`src/rtl/noc_alloc_pkg.sv`:
```
// Shared types and helpers for the NoC output allocator.
// Optional feature macro: NOC_ALLOC_TURN_MASK_EN (see noc_output_allocator).
package noc_alloc_pkg;

  typedef enum logic {
    ALLOC_IDLE,
    ALLOC_LOCKED
  } alloc_state_e;

  // Width of an index/counter holding n distinct values, never below 1
  function automatic int clog2_min1(input int n);
    int w;
    w = $clog2(n);
    return (w < 1) ? 1 : w;
  endfunction

endpackage

```
`src/rtl/rr_priority_arbiter.sv`:
```
// Round-robin priority pick: first requester at or after ptr, wrapping.
// Purely combinational; the caller owns the pointer.
module rr_priority_arbiter
  import noc_alloc_pkg::*;
#(
  parameter int N = 5,
  localparam int W = clog2_min1(N)
) (
  input  logic [N-1:0] req_i,
  input  logic [W-1:0] ptr_i,
  output logic [N-1:0] gnt_o,
  output logic [W-1:0] idx_o,
  output logic         any_o
);

  logic [N-1:0] rot;
  logic [W-1:0] off;
  logic [W:0]   sum;

  // Rotate so ptr lands on bit 0, pick lowest set bit, map back
  always_comb begin
    rot   = N'({req_i, req_i} >> ptr_i);
    off   = '0;
    any_o = 1'b0;
    for (int k = 0; k < N; k++) begin
      if (!any_o && rot[k]) begin
        any_o = 1'b1;
        off   = W'(k);
      end
    end
    sum = {1'b0, ptr_i} + {1'b0, off};
    if (sum >= (W+1)'(N)) begin
      sum = sum - (W+1)'(N);
    end
    idx_o = sum[W-1:0];
    gnt_o = any_o ? (N'(1) << idx_o) : '0;
  end

endmodule

```
`src/rtl/noc_output_allocator.sv`:
```
// Per-output switch allocator: round-robin, wormhole lock, credit tracking.
// Optional macro NOC_ALLOC_TURN_MASK_EN adds the turn_disable input.
module noc_output_allocator
  import noc_alloc_pkg::*;
#(
  parameter  int NUM_INPUTS        = 5,
  parameter  int FLIT_BUFFER_DEPTH = 2,
  localparam int CREDIT_WIDTH      = clog2_min1(FLIT_BUFFER_DEPTH + 1),
  localparam int OWNER_WIDTH       = clog2_min1(NUM_INPUTS)
) (
  input  logic                    clk_noc,
  input  logic                    rst_noc_sync,
`ifdef NOC_ALLOC_TURN_MASK_EN
  input  logic [NUM_INPUTS-1:0]   turn_disable,
`endif
  input  logic [NUM_INPUTS-1:0]   req,
  input  logic [NUM_INPUTS-1:0]   req_is_tail,
  input  logic                    credit_in,
  output logic [NUM_INPUTS-1:0]   grant,
  output logic                    send_out,
  output logic                    locked,
  output logic [OWNER_WIDTH-1:0]  lock_owner,
  output logic [CREDIT_WIDTH-1:0] credits,
  output logic                    credit_err
);

  localparam logic [CREDIT_WIDTH-1:0] CRED_MAX =
    CREDIT_WIDTH'(FLIT_BUFFER_DEPTH);
  localparam logic [OWNER_WIDTH-1:0] LAST_IDX =
    OWNER_WIDTH'(NUM_INPUTS - 1);

  alloc_state_e            state_q, state_d;
  logic [OWNER_WIDTH-1:0]  rr_ptr_q, rr_ptr_d;
  logic [OWNER_WIDTH-1:0]  owner_q, owner_d;
  logic [CREDIT_WIDTH-1:0] credits_q, credits_d;
  logic                    err_q, err_d;

  logic                    can_send;
  logic [NUM_INPUTS-1:0]   elig;
  logic [NUM_INPUTS-1:0]   arb_gnt;
  logic [OWNER_WIDTH-1:0]  arb_idx;
  logic                    arb_any;

  assign can_send = (credits_q != '0);

`ifdef NOC_ALLOC_TURN_MASK_EN
  assign elig = req & ~turn_disable;
`else
  assign elig = req;
`endif

  rr_priority_arbiter #(
    .N (NUM_INPUTS)
  ) u_arb (
    .req_i (elig),
    .ptr_i (rr_ptr_q),
    .gnt_o (arb_gnt),
    .idx_o (arb_idx),
    .any_o (arb_any)
  );

  // Grant selection, lock transitions and credit bookkeeping
  always_comb begin
    state_d   = state_q;
    rr_ptr_d  = rr_ptr_q;
    owner_d   = owner_q;
    credits_d = credits_q;
    err_d     = err_q;
    grant     = '0;

    unique case (state_q)
      ALLOC_IDLE: begin
        if (can_send && arb_any) begin
          grant = arb_gnt;
          if (req_is_tail[arb_idx]) begin
            rr_ptr_d = (arb_idx == LAST_IDX) ? '0 : arb_idx + 1'b1;
          end else begin
            state_d = ALLOC_LOCKED;
            owner_d = arb_idx;
          end
        end
      end
      ALLOC_LOCKED: begin
        if (can_send && req[owner_q]) begin
          grant[owner_q] = 1'b1;
          if (req_is_tail[owner_q]) begin
            state_d  = ALLOC_IDLE;
            rr_ptr_d = (owner_q == LAST_IDX) ? '0 : owner_q + 1'b1;
            owner_d  = '0;
          end
        end
      end
      default: state_d = ALLOC_IDLE;
    endcase

    if (rst_noc_sync) begin
      grant = '0;
    end

    send_out = |grant;

    unique case ({send_out, credit_in})
      2'b10: credits_d = credits_q - 1'b1;
      2'b01: begin
        if (credits_q == CRED_MAX) begin
          err_d = 1'b1;
        end else begin
          credits_d = credits_q + 1'b1;
        end
      end
      default: credits_d = credits_q;
    endcase
  end

  // State registers with synchronous reset
  always_ff @(posedge clk_noc) begin
    if (rst_noc_sync) begin
      state_q   <= ALLOC_IDLE;
      rr_ptr_q  <= '0;
      owner_q   <= '0;
      credits_q <= CRED_MAX;
      err_q     <= 1'b0;
    end else begin
      state_q   <= state_d;
      rr_ptr_q  <= rr_ptr_d;
      owner_q   <= owner_d;
      credits_q <= credits_d;
      err_q     <= err_d;
    end
  end

  // Credit count can never exceed the downstream buffer depth
  always_ff @(posedge clk_noc) begin
    if (!rst_noc_sync) begin
      assert (credits_q <= CRED_MAX)
        else $error("credit count above buffer depth");
    end
  end

  assign locked     = (state_q == ALLOC_LOCKED);
  assign lock_owner = owner_q;
  assign credits    = credits_q;
  assign credit_err = err_q;

endmodule
```
`config.mk`:
```
export PLATFORM = sky130hd
export DESIGN_NAME = noc_output_allocator
export DESIGN_NICKNAME = d
export VERILOG_FILES = /design/src/rtl/noc_alloc_pkg.sv /design/src/rtl/rr_priority_arbiter.sv /design/src/rtl/noc_output_allocator.sv
export SDC_FILE = /design/constraint.sdc
export NUM_CORES = 1
export LEC_CHECK = 0
export CAP_MARGIN = 20
export CORE_MARGIN = 2
export CORE_UTILIZATION = 49
export DETAILED_ROUTE_END_ITERATION = 16
export GPL_TIMING_DRIVEN = 0
export HOLD_SLACK_MARGIN = 0.06
export PLACE_DENSITY_LB_ADDON = 0.2
export SETUP_SLACK_MARGIN = 0.2
export SKIP_CTS_REPAIR_TIMING = 1
export SLEW_MARGIN = 30
export SYNTH_ARGS = -nofsm -noshare
export SYNTH_HDL_FRONTEND = slang
export SYNTH_HIERARCHICAL = 1
export SYNTH_SLANG_ARGS = --single-unit
export TNS_END_PERCENT = 1
```
`constraint.sdc`:
```
create_clock -name clk_noc -period 4.5 [get_ports clk_noc]
set_clock_uncertainty 0.05 [all_clocks]
set_input_delay 0.45 -clock clk_noc [delete_from_list [all_inputs] [get_ports clk_noc]]
set_output_delay 0.45 -clock clk_noc [all_outputs]
set_load 0.01 [all_outputs]
```
==> impl_metrics.csv <==
group,metric,value,unit
status,outcome,"finished, violations left",
status,failed_checks,"setup timing",
logic_synthesis,ys_types,63,
clocking,cts_max_path_buffers,2,
sta,fmax,198,MHz
drt,vias_per_cell,5.66,
worst_setup_path,cp-start-kind,"flip-flop",
grt,grt-ovfl-total,0,
finish,final_util,70.4,%
grt,grt_pass1_wl,6530,um
placement,hpwl,3050,um
power_and_ir_drop,leakage,0.955,nW
min_path,hp-start,"credit_err",
finish,drive_gt1_share,27.7,%
worst_setup_path,endpoint_kind,"output pin",
clocking,root_buffer,"clkbuf_4",
logic_synthesis,yosysSeqAreaShare,12.5,%
sta,min_period,5.04,ns
clocking,cts_buffers,3,
finish,nNetsFinal,277,
finish,final_area,0.00217,sq mm
sta,tns,-2.71,ns
logic_synthesis,post_synth.cell_area_avg,7.47,sq um
worst_setup_path,timing.rr.end,"credits[0]",
sta,period_share,112,%
logic_synthesis,synth_edf_count,0,
grt,use_met2,39.8,%
worst_setup_path,required,4.00,ns
worst_setup_path,r2r_slack,-0.39,ns
sta,slew_violations,0,
clocking,clk_pin_slew,0.06,ns
finish,multiInputGateArea,0.00142,sq mm
sta,finalSetupViolations,14,
grt,use_met1,30.1,%
min_path,min_path_cells,1,
drt,drt-pass1-iter-count,4,
grt,grt-busiest-layer,"met2",
worst_setup_path,regToRegStartpoint,"rr_ptr_q[1]",
grt,met3_usage,0.630,%
worst_setup_path,cp.arrival,4.54,ns
grt,antenna_found_initial,0,
worst_setup_path,rr_worst_depth,22,
finish,antenna_cells,0,
clocking,htreeDepth,1,
sta,slew_headroom,47.3,%
die,io_pins,26,
drt,vias,1680,
drt,route.detailed.drc,0,
grt,track_usage,22.4,%
drt,routedWlPerCell,14.3,um
die,fp.dieH,61.1,um
logic_synthesis,ys_seq_elements,10,
power_and_ir_drop,p_per_area,784,mW/mm^2
worst_setup_path,timing_worst_setup_path_type,"flip-flop to output pin",
placement,place_congestion,0.836,
placement,dpl-instance-area,0.00193,sq mm
finish,fillers,263,
clocking,cts_tree,"done",
die,start_util,52.0,%
min_path,hold_path_class,"flip-flop to flip-flop",
drt,drt_first_iter_violations,105,
sta,rsz0062_at_grt,"yes",
placement,dp_slack,-1.52,ns
clocking,clock-sinks,10,
sta,worst_slew_pin_slew,0.784,ns
power_and_ir_drop,p_total,1.70,mW
die,dieArea,0.00374,sq mm
min_path,hold_end,"credit_err",
die,core,0.00308,sq mm
logic_synthesis,postSynthNetCount,236,
logic_synthesis,async_flop_share,0,%
power_and_ir_drop,peakVddDrop,538,uV
drt,ant_nets,0,
clocking,clk_latency,0.25,ns
logic_synthesis,synthFlopType,"dfxtp_1",
sta,hold_violations,0,
finish,area_delta_synth_final,35.6,%
sta,setup_ws,-0.541,ns
grt,grt_pass1_vias,1479,
grt,grt_start_max_net_pins,11,
logic_synthesis,netlist_area,0.00160,sq mm
placement,port_buffers,24,
die,die_w,61.1,um
finish,seqCellArea,205,sq um
run,drv_cap,0,
logic_synthesis,synth_cells,214,
worst_setup_path,worstPathMaxFanout,7,
die,rows,20,
logic_synthesis,synth-warning-count,6,
drt,wl,4250,um
Yosys cell counts (all sizes together) (3+ instances only):
cell	count	share of area [%]
mux2	6	4.2
o21a	3	1.4
inv	17	4.0
and2	3	1.3
buf	8	3.4
o21ai	14	4.9
dfxtp	10	13
nor2	19	4.6
ha	8	6.3
nor3	9	3.1
nand3	5	1.6
nor2b	6	2.3
a21oi	14	4.6
o31ai	5	2.7
a211oi	4	1.9
nand2	20	4.7
a32oi	3	1.6
or2	3	1.2
a2bb2oi	3	2.0
mux2i	14	8.8
kinds of logic after synthesis:
logic type                 share of synthesized area, %
muxes                                              13.0
and+or+nand+nor                                    27.5
adders and majority gates                          7.51
xor gates and xnor gates                           1.10
AOI/OAI and AO/OA                                  30.8
buffers and inverters                              7.67
DFF                                                12.5
critical path, cell delays in order (launching register included):
cell and delay (ns):
dfxtp_4 0.37, buf_6 0.13, buf_8 0.12, mux2i_4 0.25, nor2b_4 0.17, a32oi_1 0.05, a31o_2 0.29, ha_4 0.17
fa_2 0.56, inv_2 0.06, ha_4 0.15, nor2b_1 0.13, or3_4 0.34, o211ai_4 0.24, buf_6 0.16, mux2i_4 0.25
nor3_2 0.08, o31ai_2 0.28, and3_4 0.22, o221ai_4 0.10, buf_2 0.16
placed cells by master (no fill, tap or decap), drive strengths merged, types with 7 or more instances in the layout:
master,netlist,final
nor2,19,19
inv,17,17
nand2,20,20
clkdlybuf4s50,0,13
a21oi,14,14
nor3,9,9
dfxtp,10,10
clkbuf,1,7
mux2i,14,14
o21ai,14,14
ha,8,8
buf,8,22
per-layer routing:
metal  vias up  part of all wire [%]
li1        873                     -
met1       773                    45
met2        30                    50
met3         4                   3.7
met4         0                  0.73
met5         -                     0
how the worst max path moves through the flow:
stage	start	to	depth (start not counted)	slack, ns
2_1_floorplan	rr_ptr_q[1]	credits[0]	21	-0.12
3_3_place_gp	req[3]	send_out	20	-1.49
3_5_place_dp	req[3]	send_out	20	-1.52
4_1_cts	req[3]	send_out	20	-1.52
5_1_grt	rr_ptr_q[1]	send_out	21	-0.76
6_report	rr_ptr_q[1]	send_out	20	-0.54
per-stage QoR:
stage,hold WS (ns),std cells
after global routing,0.448,297
after global placement,0.400,282
final,0.426,297
after detailed placement,0.422,282
after floorplan,0.450,214
after CTS,0.436,285
where the power goes:
part	internal, mW	switching [mW]	leakage (nW)
Clock	0.0307	0.0264	0.0138
Sequential	0.123	0.0404	0.0831
Combinational	0.723	0.756	0.858
Total	0.876	0.823	0.955
layout make-up:
| cell class | instances | area share [%] |
|---|---|---|
| multi-input combinational | 178 | 65.4 |
| timing repair buffer | 36 | 15.1 |
| sequential | 10 | 9.46 |
| buffer | 9 | 3.46 |
| inverter | 17 | 2.94 |
| tap | 44 | 2.54 |
| clock buffer | 3 | 1.04 |
registers in the layout (all words and copies together), names as in the netlist:
name	count
credits	2
credit_err	1
rr_ptr_q	3
lock_owner	3
locked	1
No activity file was read; power rests on OpenSTA's default activity.
